**src/rtl/spi_tx_engine.sv**
```systemverilog
`default_nettype none
// ============================================================================
//  Module      : spi_tx_engine
//  Description : Single-byte SPI master shift engine, mode 0 (CPOL=0, CPHA=0),
//                MSB first. A transfer is requested with begin_transmission
//                while idle. SCLK is derived from clk by a programmable
//                half-period divider. end_transmission pulses for one cycle
//                when the byte is complete.
//
//  Parameters  : CLK_DIV            clk cycles per SCLK half-period (2..4095)
//
//  Ports       : clk                rising-edge clock
//                rst                synchronous, active-low reset
//                send_data[7:0]     byte to send, sampled on accept
//                begin_transmission transfer request (ignored unless idle)
//                slave_select       upstream chip-select, passed to ss
//                miso               serial data from the slave
//                end_transmission   one-cycle done pulse
//                busy               high from accept until the done cycle ends
//                recv_data[7:0]     last byte received
//                sclk, mosi, ss     SPI bus
//
//  Build option: SPI_TX_MISO_CAPTURE_EN -- when defined, miso is shifted in
//                and presented on recv_data after each byte. When undefined
//                the receive path is absent and recv_data reads 8'h00; the
//                transmit timing is the same in both builds.
//
//  Revision    : 1.0  initial release
// ============================================================================
module spi_tx_engine #(
    parameter int CLK_DIV = 50
) (
    input  logic       clk,
    input  logic       rst,
    input  logic [7:0] send_data,
    input  logic       begin_transmission,
    input  logic       slave_select,
    input  logic       miso,
    output logic       end_transmission,
    output logic       busy,
    output logic [7:0] recv_data,
    output logic       sclk,
    output logic       mosi,
    output logic       ss
);

    // Divider is wide enough for the largest legal CLK_DIV (4095).
    localparam int                 c_DIV_W    = 12;
    localparam logic [c_DIV_W-1:0] c_DIV_LAST = c_DIV_W'(CLK_DIV - 1);
    localparam logic [3:0]         c_BITS     = 4'd8;

    typedef enum logic [1:0] {
        IDLE = 2'd0,
        XFER = 2'd1,
        DONE = 2'd2
    } state_t;

    state_t             r_state;
    logic [c_DIV_W-1:0] r_div;
    logic [3:0]         r_bit_cnt;
    // Only the seven bits still to be sent are held; bit 7 goes straight
    // to mosi on accept.
    logic [6:0]         r_tx;
    logic               r_sclk;
    logic               r_mosi;
    logic               r_busy;
    logic               r_end;

    logic w_tick;
    logic w_rise;
    logic w_fall;

    // Divider terminal count toggles sclk; the current sclk level tells us
    // whether this toggle is a rising or a falling edge.
    assign w_tick = (r_state == XFER) && (r_div == c_DIV_LAST);
    assign w_rise = w_tick && !r_sclk;
    assign w_fall = w_tick &&  r_sclk;

    // Chip-select is owned by the upstream sequencer; pass it through
    // untouched so its timing never depends on the engine state.
    assign ss = slave_select;

    always_ff @(posedge clk) begin
        if (!rst) begin
            r_state   <= IDLE;
            r_div     <= '0;
            r_bit_cnt <= '0;
            r_tx      <= '0;
            r_sclk    <= 1'b0;
            r_mosi    <= 1'b0;
            r_busy    <= 1'b0;
            r_end     <= 1'b0;
        end else begin
            r_end <= 1'b0;
            case (r_state)
                IDLE: begin
                    r_sclk <= 1'b0;
                    if (begin_transmission) begin
                        r_tx      <= send_data[6:0];
                        r_mosi    <= send_data[7];
                        r_div     <= '0;
                        r_bit_cnt <= '0;
                        r_busy    <= 1'b1;
                        r_state   <= XFER;
                    end
                end

                XFER: begin
                    if (w_tick) begin
                        r_div <= '0;
                    end else begin
                        r_div <= r_div + c_DIV_W'(1);
                    end

                    if (w_rise) begin
                        // Slave samples mosi on this edge; we count the bit.
                        r_sclk    <= 1'b1;
                        r_bit_cnt <= r_bit_cnt + 4'd1;
                    end else if (w_fall) begin
                        r_sclk <= 1'b0;
                        if (r_bit_cnt < c_BITS) begin
                            // Present the next bit half a period before
                            // the next rising edge.
                            r_mosi <= r_tx[6];
                            r_tx   <= {r_tx[5:0], 1'b0};
                        end else begin
                            // Eighth falling edge closes the byte; mosi
                            // keeps the last bit sent.
                            r_state <= DONE;
                            r_end   <= 1'b1;
                        end
                    end
                end

                DONE: begin
                    // Requests seen here are deliberately dropped; the
                    // next accept can only happen from IDLE.
                    r_sclk  <= 1'b0;
                    r_busy  <= 1'b0;
                    r_state <= IDLE;
                end

                default: begin
                    r_sclk  <= 1'b0;
                    r_busy  <= 1'b0;
                    r_state <= IDLE;
                end
            endcase
        end
    end

    assign sclk             = r_sclk;
    assign mosi             = r_mosi;
    assign busy             = r_busy;
    assign end_transmission = r_end;

`ifdef SPI_TX_MISO_CAPTURE_EN
    logic [7:0] r_rx;
    logic [7:0] r_recv;

    // miso is sampled on the same clk edge that raises sclk, matching the
    // slave's mode-0 launch on the preceding falling edge.
    always_ff @(posedge clk) begin
        if (!rst) begin
            r_rx   <= '0;
            r_recv <= '0;
        end else begin
            if (w_rise) begin
                r_rx <= {r_rx[6:0], miso};
            end
            if (r_state == DONE) begin
                r_recv <= r_rx;
            end
        end
    end

    assign recv_data = r_recv;
`else
    // Receive path not built: miso is deliberately left unconnected.
    logic w_unused_miso;
    assign w_unused_miso = miso;
    assign recv_data     = 8'h00;
`endif

endmodule
`default_nettype wire
```
**config.mk**
```make
export PLATFORM = sky130hd
export DESIGN_NAME = spi_tx_engine
export DESIGN_NICKNAME = d
export VERILOG_FILES = /design/src/rtl/spi_tx_engine.sv
export SDC_FILE = /design/constraint.sdc
export NUM_CORES = 1
export LEC_CHECK = 0
export ABC_AREA = 1
export CORE_UTILIZATION = 45
export CTS_CLUSTER_SIZE = 30
export DETAILED_ROUTE_END_ITERATION = 16
export PLACE_DENSITY = 0.8
export SLEW_MARGIN = 20
export SYNTH_ARGS = -nofsm -noshare
export SYNTH_HDL_FRONTEND = slang
export SYNTH_SLANG_ARGS = --single-unit
```
**constraint.sdc**
```tcl
create_clock -name clk -period 3.55 [get_ports clk]
set_input_delay 0.5325 -clock clk [delete_from_list [all_inputs] [get_ports clk]]
set_output_delay 0.5325 -clock clk [all_outputs]
set_load 0.03 [all_outputs]
```
==> metrics, run 1 <==
outcome complete, no violations; CP max FO 3; critical path's slowest cell clkdlybuf4s50_1; sequential fraction of the synthesis area 0.364; # rows 21; wire length on met1 roughly 1500 um; maximum vdd drop 196 uV; max-cap violations 0; Fin Clk Skew ~0.013 ns; Max Clock Freq roughly 0.52 GHz; Synth Instances between 200 and 250; cts hold-fix bufs 0; Worst R2R Start r_state[1]$_SDFFE_PN0P_; Post-Place Cells around 290; most common cell after layout, fill and taps aside nand2_1; number of global-route vias before repair between 1000 and 1500; Clock Sinks 29; Lkg Pwr between 0.7 and 0.8 nW; post-detailed-route wirelength per cell 9.92 um; crit-path cells clkdlybuf4s50_1; CTS tree built; crit-path leading delay family buffers and inverters; HP Start r_div[6]$_SDFFE_PN0P_; synth warn 0; final slew viol count 0; CTS Buf Count 5; initial drt markers between 60 and 70; Post-DRT Antenna Nets 0; met3 wire length roughly 140 um; CP Capture Type output pin; GR Overflow Total 0; area delta synth->final 13.4%; Worst Hold End r_div[6]$_SDFFE_PN0P_; Slew @ Worst Pin 0.610 ns; H-tree depth 2; first-pass GRT wire length between 4000 and 5000 um; Max Used Layer met4; pwr/cell area around 450 nW/um^2; Worst-Skew Late Latency approximately 0.34 ns; final wirelength roughly 2900 um; Worst Path Class, Setup register to output pin; R2R cell count 6; Arr. time, crit path 1.39 ns; post-route cell area between 1500 and 2000 um^2; WHS Path Cells 2; clock-pin slew on the worst setup and hold paths ~0.09 ns; initial antenna violation count 0; RePlAce Congestion roughly 0.82; Port Buffers 14; FF-to-FF End r_div[8]$_SDFFE_PN0P_; FF-to-FF setup slack approximately 1.8 ns; setup TNS 0 ns; largest net degree at the start of global routing 21; Initial Util 0.474; DIE WIDTH roughly 61 um; Cell Area, Synth 1590 um^2; Die Y 61.5 um; post_cts resized 0; postcts setup bufs 0; post-route total power approximately 0.00081 W; WHS 0.464 ns; All-Layer GR Usage 0.170; NumNets Final between 200 and 300; RSZ-0062 raised after global routing no; Core ar. about 3400 um^2; Worst Path Required approximately 3.0 ns; met2 routed WL approximately 1200 um; Pre-antenna DRT Iters 4; commonest cells after routing, fill and taps aside nand2_1, nor2_1, dfxtp_1, inv_1, clkdlybuf4s50_1; FF+latch count, synth 29; crit start category register; final setup fails 0; clk buf depth 2; diode count 0; CP peak stage delay ~0.69 ns; crit path buf inv count 1; post-synth cell types 34; placement-stage cell area around 1700 um^2; Synth Area per Inst between 6 and 7 um^2; Final Hold Viols 0; drt drc 0; Via density 4.79; I/O pin total 26; ratio of final minimum period to clock period 0.542; Root Buffer clkbuf_4; die area between 3000 and 4000 um^2; Non-Filler Instances 293; share of post-route cells with drive strength above 1 0.0972; total vias in the final route about 1400; fin crit period between 1.5 and 2 ns; Max-slew headroom 0.592; Hold Crit Class register to register; DP HPWL 2090 um
==> routing by layer <==
metal	GRT usage	vias up
li1	-	749
met5	0	-
met1	0.211	627
met3	0.0819	6
met4	0.0889	0
met2	0.241	22
==> cells in the mapped netlist (all sizes together) <==
master / n / area share
nor3b: 1 / 0.0047
o21bai: 3 / 0.014
nand3: 16 / 0.064
o21ai: 12 / 0.038
nand2: 55 / 0.14
inv: 29 / 0.068
buf: 12 / 0.056
o21a: 1 / 0.0047
dfxtp: 29 / 0.36
nand4: 4 / 0.016
or2: 2 / 0.0079
and3: 1 / 0.0039
conb: 1 / 0.0024
nor2: 38 / 0.10
xor2: 1 / 0.0055
clkbuf: 2 / 0.0047
o22ai: 1 / 0.0039
nor4: 1 / 0.0039
a21oi: 12 / 0.038
nor3: 7 / 0.028
ha: 3 / 0.024
xnor2: 1 / 0.0055
==> cell type report <==
class / count / area (um^2)
Sequential cell: 29 / 581
Fill cell: 362 / 1560
Inverter: 29 / 109
Timing Repair Buffer: 14 / 140
Multi-Input combinational cell: 167 / 833
Clock inverter: 1 / 30.0
Tap cell: 46 / 57.6
Clock buffer: 7 / 55.1
==> worst max-delay path by stage <==
stage                     slack (ns)                          end                   from  cells after the start
after floorplan                 2.13         r_tx[3]$_SDFFE_PN0P_  r_div[0]$_SDFFE_PN0P_                      9
after global placement          1.43      r_state[1]$_SDFFE_PN0P_                    rst                      5
after detailed placement        1.41  end_transmission$_SDFF_PP0_                    rst                      3
after CTS                       1.60                         sclk      sclk$_SDFFE_PN0P_                      1
after global routing            1.54                         sclk      sclk$_SDFFE_PN0P_                      1
final                           1.63                         sclk      sclk$_SDFFE_PN0P_                      1
==> metrics by stage <==
step | setup WS, ns | util
final | 1.63 | 0.537
after global routing | 1.54 | 0.537
after CTS | 1.60 | 0.537
after detailed placement | 1.41 | 0.512
after global placement | 1.43 | 0.512
after floorplan | 2.13 | -
==> sequential cells by signal, summed over array words and instances, names as in the netlist <==
| name | cells |
|---|---|
| r_div | 12 |
| end_transmission | 1 |
| r_tx | 7 |
| sclk | 1 |
| r_state | 2 |
| busy | 1 |
| mosi | 1 |
| r_bit_cnt | 4 |
==> cell families (layout without fill, tap and decap cells) <==
group / after synthesis / after routing / synth area share
buf+inv: 43 / 51 / 0.129
simple gates: 125 / 125 / 0.372
fa+ha+maj: 3 / 3 / 0.0236
xor+xnor: 2 / 2 / 0.0110
other cells: 1 / 8 / 0.00235
compound gates: 29 / 29 / 0.0982
flops: 29 / 29 / 0.364
==> power breakdown <==
group	total [W]	switching (W)	internal (W)	leakage, nW
Clock	0.000284	0.000116	0.000168	0.0455
Combinational	0.000171	0.000113	0.0000577	0.472
Sequential	0.000357	0.0000101	0.000347	0.237
Power figures use the tool's default switching activity.
==> inputs of run 2 (changes only) <==
- clock period: 3.55 -> 1.9 ns (I/O delays scaled with it)
==> run 2 against run 1 <==
Global-route usage grew 0.56 points. Critical path depth unchanged. Sequential power is 87% higher. Clock power increased by 33%. Worst setup slack lost 1.4 ns. Via count rose by 1.4%. Count of clock-buffer cells in the layout shrank 2. Critical endpoint unchanged. Largest cell class unchanged.
==> metrics, run 2 (synthesis results as in run 1) <==
die area around 3800 um^2; Arr. time, crit path 1.39 ns; largest net degree at the start of global routing 16; max-cap violations 0; HP Start r_div[6]$_SDFFE_PN0P_; sw power between 0.0004 and 0.0005 W; Die Y 61.5 um; Final Hold Viols 0; ratio of final minimum period to clock period 0.881; FF-to-FF setup slack around 0.31 ns; initial drt markers 58; fillcell total roughly 350; crit path buf inv count 1; diode count 0; Worst R2R Start r_div[1]$_SDFFE_PN0P_; placement-stage cell area between 1500 and 2000 um^2; final wirelength 2970 um; first-pass GRT wire length 4750 um; clk buf depth 2; GR Overflow Total 0; # rows 21; Core ar. between 3000 and 4000 um^2; Fin Clk Skew between 0.01 and 0.015 ns; crit start category register; R2R cell count 9; Hold Crit Class register to register; initial antenna violation count 0; total vias in the final route ~1400; FF-to-FF End r_div[8]$_SDFFE_PN0P_; Most flops, register r_div; H-tree depth 2; area delta synth->final 12.9%; switching part of the total 0.343; Worst Hold End r_div[6]$_SDFFE_PN0P_; Pre-antenna DRT Iters 4; Clock Sinks 29; RePlAce Congestion 0.817; I/O pin total 26; Via density 4.81; number of flip-flops in the largest register 12; clock-pin slew on the worst setup and hold paths about 0.10 ns; clock share of power 0.275; sequential share of power 0.486; post-route total power ~0.0014 W; Root Buffer clkbuf_4; WHS Path Cells 2; setup TNS 0 ns; outcome complete, no violations; share of post-route cells with drive strength above 1 0.112; Max Clock Freq approximately 0.6 GHz; CP peak stage delay ~0.68 ns; final setup fails 0; drt drc 0; postcts setup bufs 0; Post-DRT Antenna Nets 0; CTS tree built; crit-path cells clkdlybuf4s50_1; Worst-Skew Late Latency 0.34 ns; NumNets Final between 200 and 300; Worst Path Required about 1.6 ns; commonest cells after routing, fill and taps aside nand2_1, nor2_1, dfxtp_1, inv_1, clkdlybuf4s50_1; DP HPWL 2140 um; RSZ-0062 raised after global routing no; Port Buffers 14; Initial Util 0.474; fin crit period about 1.7 ns; Largest regs r_div x12, r_tx x7, r_bit_cnt x4; Comb pwr share 0.239; post-route cell area approximately 1800 um^2; maximum vdd drop around 380 uV; Lkg Pwr between 0.7 and 0.8 nW; CP max FO 3; post-detailed-route wirelength per cell 10.0 um; All-Layer GR Usage 0.175; DIE WIDTH 61.5 um; final slew viol count 0; post_cts resized 0; number of global-route vias before repair approximately 1200; critical path's slowest cell clkdlybuf4s50_1; Worst Path Class, Setup register to output pin; Multi-input gate area between 800 and 900 um^2; Power Internal 0.000902 W; Sequential Area between 500 and 600 um^2; CP Capture Type output pin; crit-path leading delay family buffers and inverters; most common cell after layout, fill and taps aside nand2_1; cts hold-fix bufs 0; pwr/cell area 764 nW/um^2; CTS Buf Count 5
-- run 2: worst register-to-register path: cells and delay by family, from the launching register on --
family,cells,cell delay (ns)
fa+ha+maj,1,0.14
buf+inv,1,0.08
flops,1,0.34
simple gates,7,0.91
-- run 2: routing by layer --
| metal | global-route usage | wire (um) | part of all wire |
|---|---|---|---|
| met1 | 0.219 | 1470 | 0.50 |
| met2 | 0.272 | 1310 | 0.44 |
| met3 | 0.0504 | 116 | 0.039 |
| met4 | 0.0952 | 73 | 0.025 |
| met5 | 0 | 0 | 0 |
-- run 2: area by class of cell --
| cell class | count | share of cell area |
|---|---|---|
| inverters | 29 | 0.0605 |
| repair buffers | 17 | 0.0905 |
| clock buffers | 5 | 0.0209 |
| multi-input cells | 167 | 0.463 |
| clock inverters | 3 | 0.00974 |
| well taps | 46 | 0.0320 |
| flip-flops and latches | 29 | 0.323 |
-- run 2: per-stage QoR --
stage | util | cells | hold slack, ns | setup slack (ns)
2_1_floorplan | - | 239 | 0.422 | 0.482
3_3_place_gp | 0.518 | 288 | 0.451 | 0.264
3_5_place_dp | 0.518 | 288 | 0.462 | 0.236
4_1_cts | 0.535 | 296 | 0.475 | 0.212
5_1_grt | 0.535 | 296 | 0.522 | 0.136
6_report | 0.535 | 296 | 0.480 | 0.226
-- run 2: power groups by stage --
| stage | clock (W) | sequential, W | combinational (W) |
|---|---|---|---|
| floorplan | 0 | 0.000689 | 0.000264 |
| global placement | 0 | 0.000680 | 0.000321 |
| detailed placement | 0 | 0.000682 | 0.000325 |
| CTS | 0.000384 | 0.000668 | 0.000327 |
| global route | 0.000421 | 0.000673 | 0.000374 |
| finish | 0.000377 | 0.000667 | 0.000329 |
-- run 2: worst max-delay path by stage --
stage | depth (start not counted) | slack, ns | end | start
CTS | 1 | 0.21 | sclk | sclk$_SDFFE_PN0P_
global route | 9 | 0.14 | r_div[8]$_SDFFE_PN0P_ | r_div[1]$_SDFFE_PN0P_
finish | 1 | 0.23 | sclk | sclk$_SDFFE_PN0P_
global placement | 8 | 0.26 | r_div[9]$_SDFFE_PN0P_ | begin_transmission
floorplan | 9 | 0.48 | r_tx[3]$_SDFFE_PN0P_ | r_div[0]$_SDFFE_PN0P_
detailed placement | 6 | 0.24 | r_div[8]$_SDFFE_PN0P_ | begin_transmission
==> inputs of run 3 (changes only) <==
==> constraint.sdc (replaced) <==
create_clock -name clk -period 1.7 [get_ports clk]
set_input_delay 0.34 -clock clk [delete_from_list [all_inputs] [get_ports clk]]
set_output_delay 0.34 -clock clk [all_outputs]
set_load 0.03 [all_outputs]
==> run 3 against run 2 <==
Worst setup slack worse by 0.16 ns. Register-to-register slack got worse by 0.15 ns. Sequential cell count unchanged. Largest cell class unchanged. Largest power group unchanged.
==> metrics, run 3 (synthesis results as in run 1) <==
Die Y about 61 um; Arr. time, crit path ~1.3 ns; share of post-route cells with drive strength above 1 0.119; CP peak stage delay approximately 0.66 ns; final setup fails 0; sw power 0.000489 W; first-pass GRT wire length roughly 4700 um; Port Buffers 14; area delta synth->final 14.7%; Fin Clk Skew 0.00627 ns; maximum vdd drop 703 uV; diode count 0; # rows 21; Post-Place Cells 289; clk buf depth 2; crit-path leading delay family buffers and inverters; total vias in the final route ~1400; Post-DRT Antenna Nets 0; Core ar. 3360 um^2; critical path's slowest cell clkdlybuf4s50_1; DIE WIDTH 61.5 um; DP HPWL 2110 um; Most flops, register r_div; Power Internal around 0.0011 W; NumNets Final roughly 270; sequential share of power 0.485; Final Hold Viols 0; crit path buf inv count 1; crit start category register; Worst Path Class, Setup register to output pin; Root Buffer clkbuf_4; largest net degree at the start of global routing 20; number of global-route vias before repair approximately 1100; Worst-Skew Late Latency around 0.33 ns; initial drt markers 62; Lkg Pwr roughly 0.80 nW; fin crit period roughly 1.6 ns; Placement Setup Slack ~0.029 ns; GR Overflow Total 0; commonest cells after routing, fill and taps aside nand2_1, nor2_1, dfxtp_1, inv_1, nand3_1; outcome complete, no violations; ratio of final minimum period to clock period 0.963; initial antenna violation count 0; Initial Util 0.474; Max Clock Freq 0.611 GHz; die area 3780 um^2; cts hold-fix bufs 0; I/O pin total 26; Via density 4.79; clock-pin slew on the worst setup and hold paths about 0.090 ns; setup TNS 0 ns; Sequential Area 581 um^2; fillcell total 330; final slew viol count 0; pwr/cell area between 800 and 900 nW/um^2; Pre-antenna DRT Iters 4; Largest regs r_div x12, r_tx x7, r_bit_cnt x4; CTS tree built; WHS ~0.47 ns; final wirelength between 2000 and 3000 um; CP Capture Type output pin; All-Layer GR Usage 0.169; max-cap violations 0; RSZ-0062 raised after global routing no; number of flip-flops in the largest register 12; Multi-input gate area between 800 and 900 um^2; Non-Filler Instances slightly below 300; drt drc 0; Clock Sinks 29; setup ws final 0.0626 ns; Hold Crit Class register to register; RePlAce Congestion 0.859; switching part of the total 0.317; most common cell after layout, fill and taps aside nand2_1; H-tree depth 2; CTS Buf Count 5; crit-path cells clkdlybuf4s50_1; post-detailed-route wirelength per cell roughly 9.8 um; Comb pwr share 0.240; clock share of power 0.276; Worst Path Required 1.36 ns; CP max FO 1
-- run 3: changes by cell type in the layout (fill, tap and decap cells not counted), moves of 2 or more --
cell / delta
clkdlybuf4s50_1: -3
buf_4: +3
dlymetal6s2s_1: +2
clkinv_2: -2
-- run 3: layout make-up --
cell class	count	share of cell area
multi-input combinational	167	0.458
sequential	29	0.318
timing repair buffer	20	0.103
inverter	29	0.0596
tap	46	0.0315
clock buffer	7	0.0301
-- run 3: timing repair --
action,4_1_cts,5_1_grt
endpoints found under the setup margin,1,7
gates resized for setup,1,3
setup buffers,0,2
gates cloned,0,0
-- run 3: tightest hold or removal path: stages, from the launching register on --
cell	delay, ns
dfxtp_1	0.33
inv_1	0.05
a21oi_1	0.05
-- run 3: power by group through the flow --
stage / clock [W] / sequential (W) / combinational, W
detailed placement: 0 / 0.000763 / 0.000369
global placement: 0 / 0.000761 / 0.000364
CTS: 0.000435 / 0.000747 / 0.000370
global route: 0.000469 / 0.000752 / 0.000424
floorplan: 0 / 0.000771 / 0.000295
finish: 0.000425 / 0.000746 / 0.000369
-- run 3: path summary, 6_finish.rpt --
kind	start	to	slack [ns]	cells after the start
worst max register to register	r_div[0]$_SDFFE_PN0P_	r_bit_cnt[1]$_SDFFE_PN0P_	0.16	8
worst max-delay path	end_transmission$_SDFF_PP0_	end_transmission	0.06	1
worst min register to register	r_div[6]$_SDFFE_PN0P_	r_div[6]$_SDFFE_PN0P_	0.47	2
worst min-delay path	r_div[6]$_SDFFE_PN0P_	r_div[6]$_SDFFE_PN0P_	0.47	2
-- run 3: metrics by stage --
stage	total power, W	util	instance area (um^2)
4_1_cts	0.00155	0.536	1800
5_1_grt	0.00165	0.543	1830
6_report	0.00154	0.543	1830
3_5_place_dp	0.00113	0.520	1750
2_1_floorplan	0.00107	-	1620
3_3_place_gp	0.00112	0.520	1750
-- run 3: layer usage --
layer / global-route usage / wire length [um] / up-vias
li1: - / - / 763
met4: 0.0476 / 24 / 0
met2: 0.261 / 1310 / 40
met3: 0.0630 / 167 / 3
met1: 0.220 / 1430 / 621
met5: 0 / 0 / -
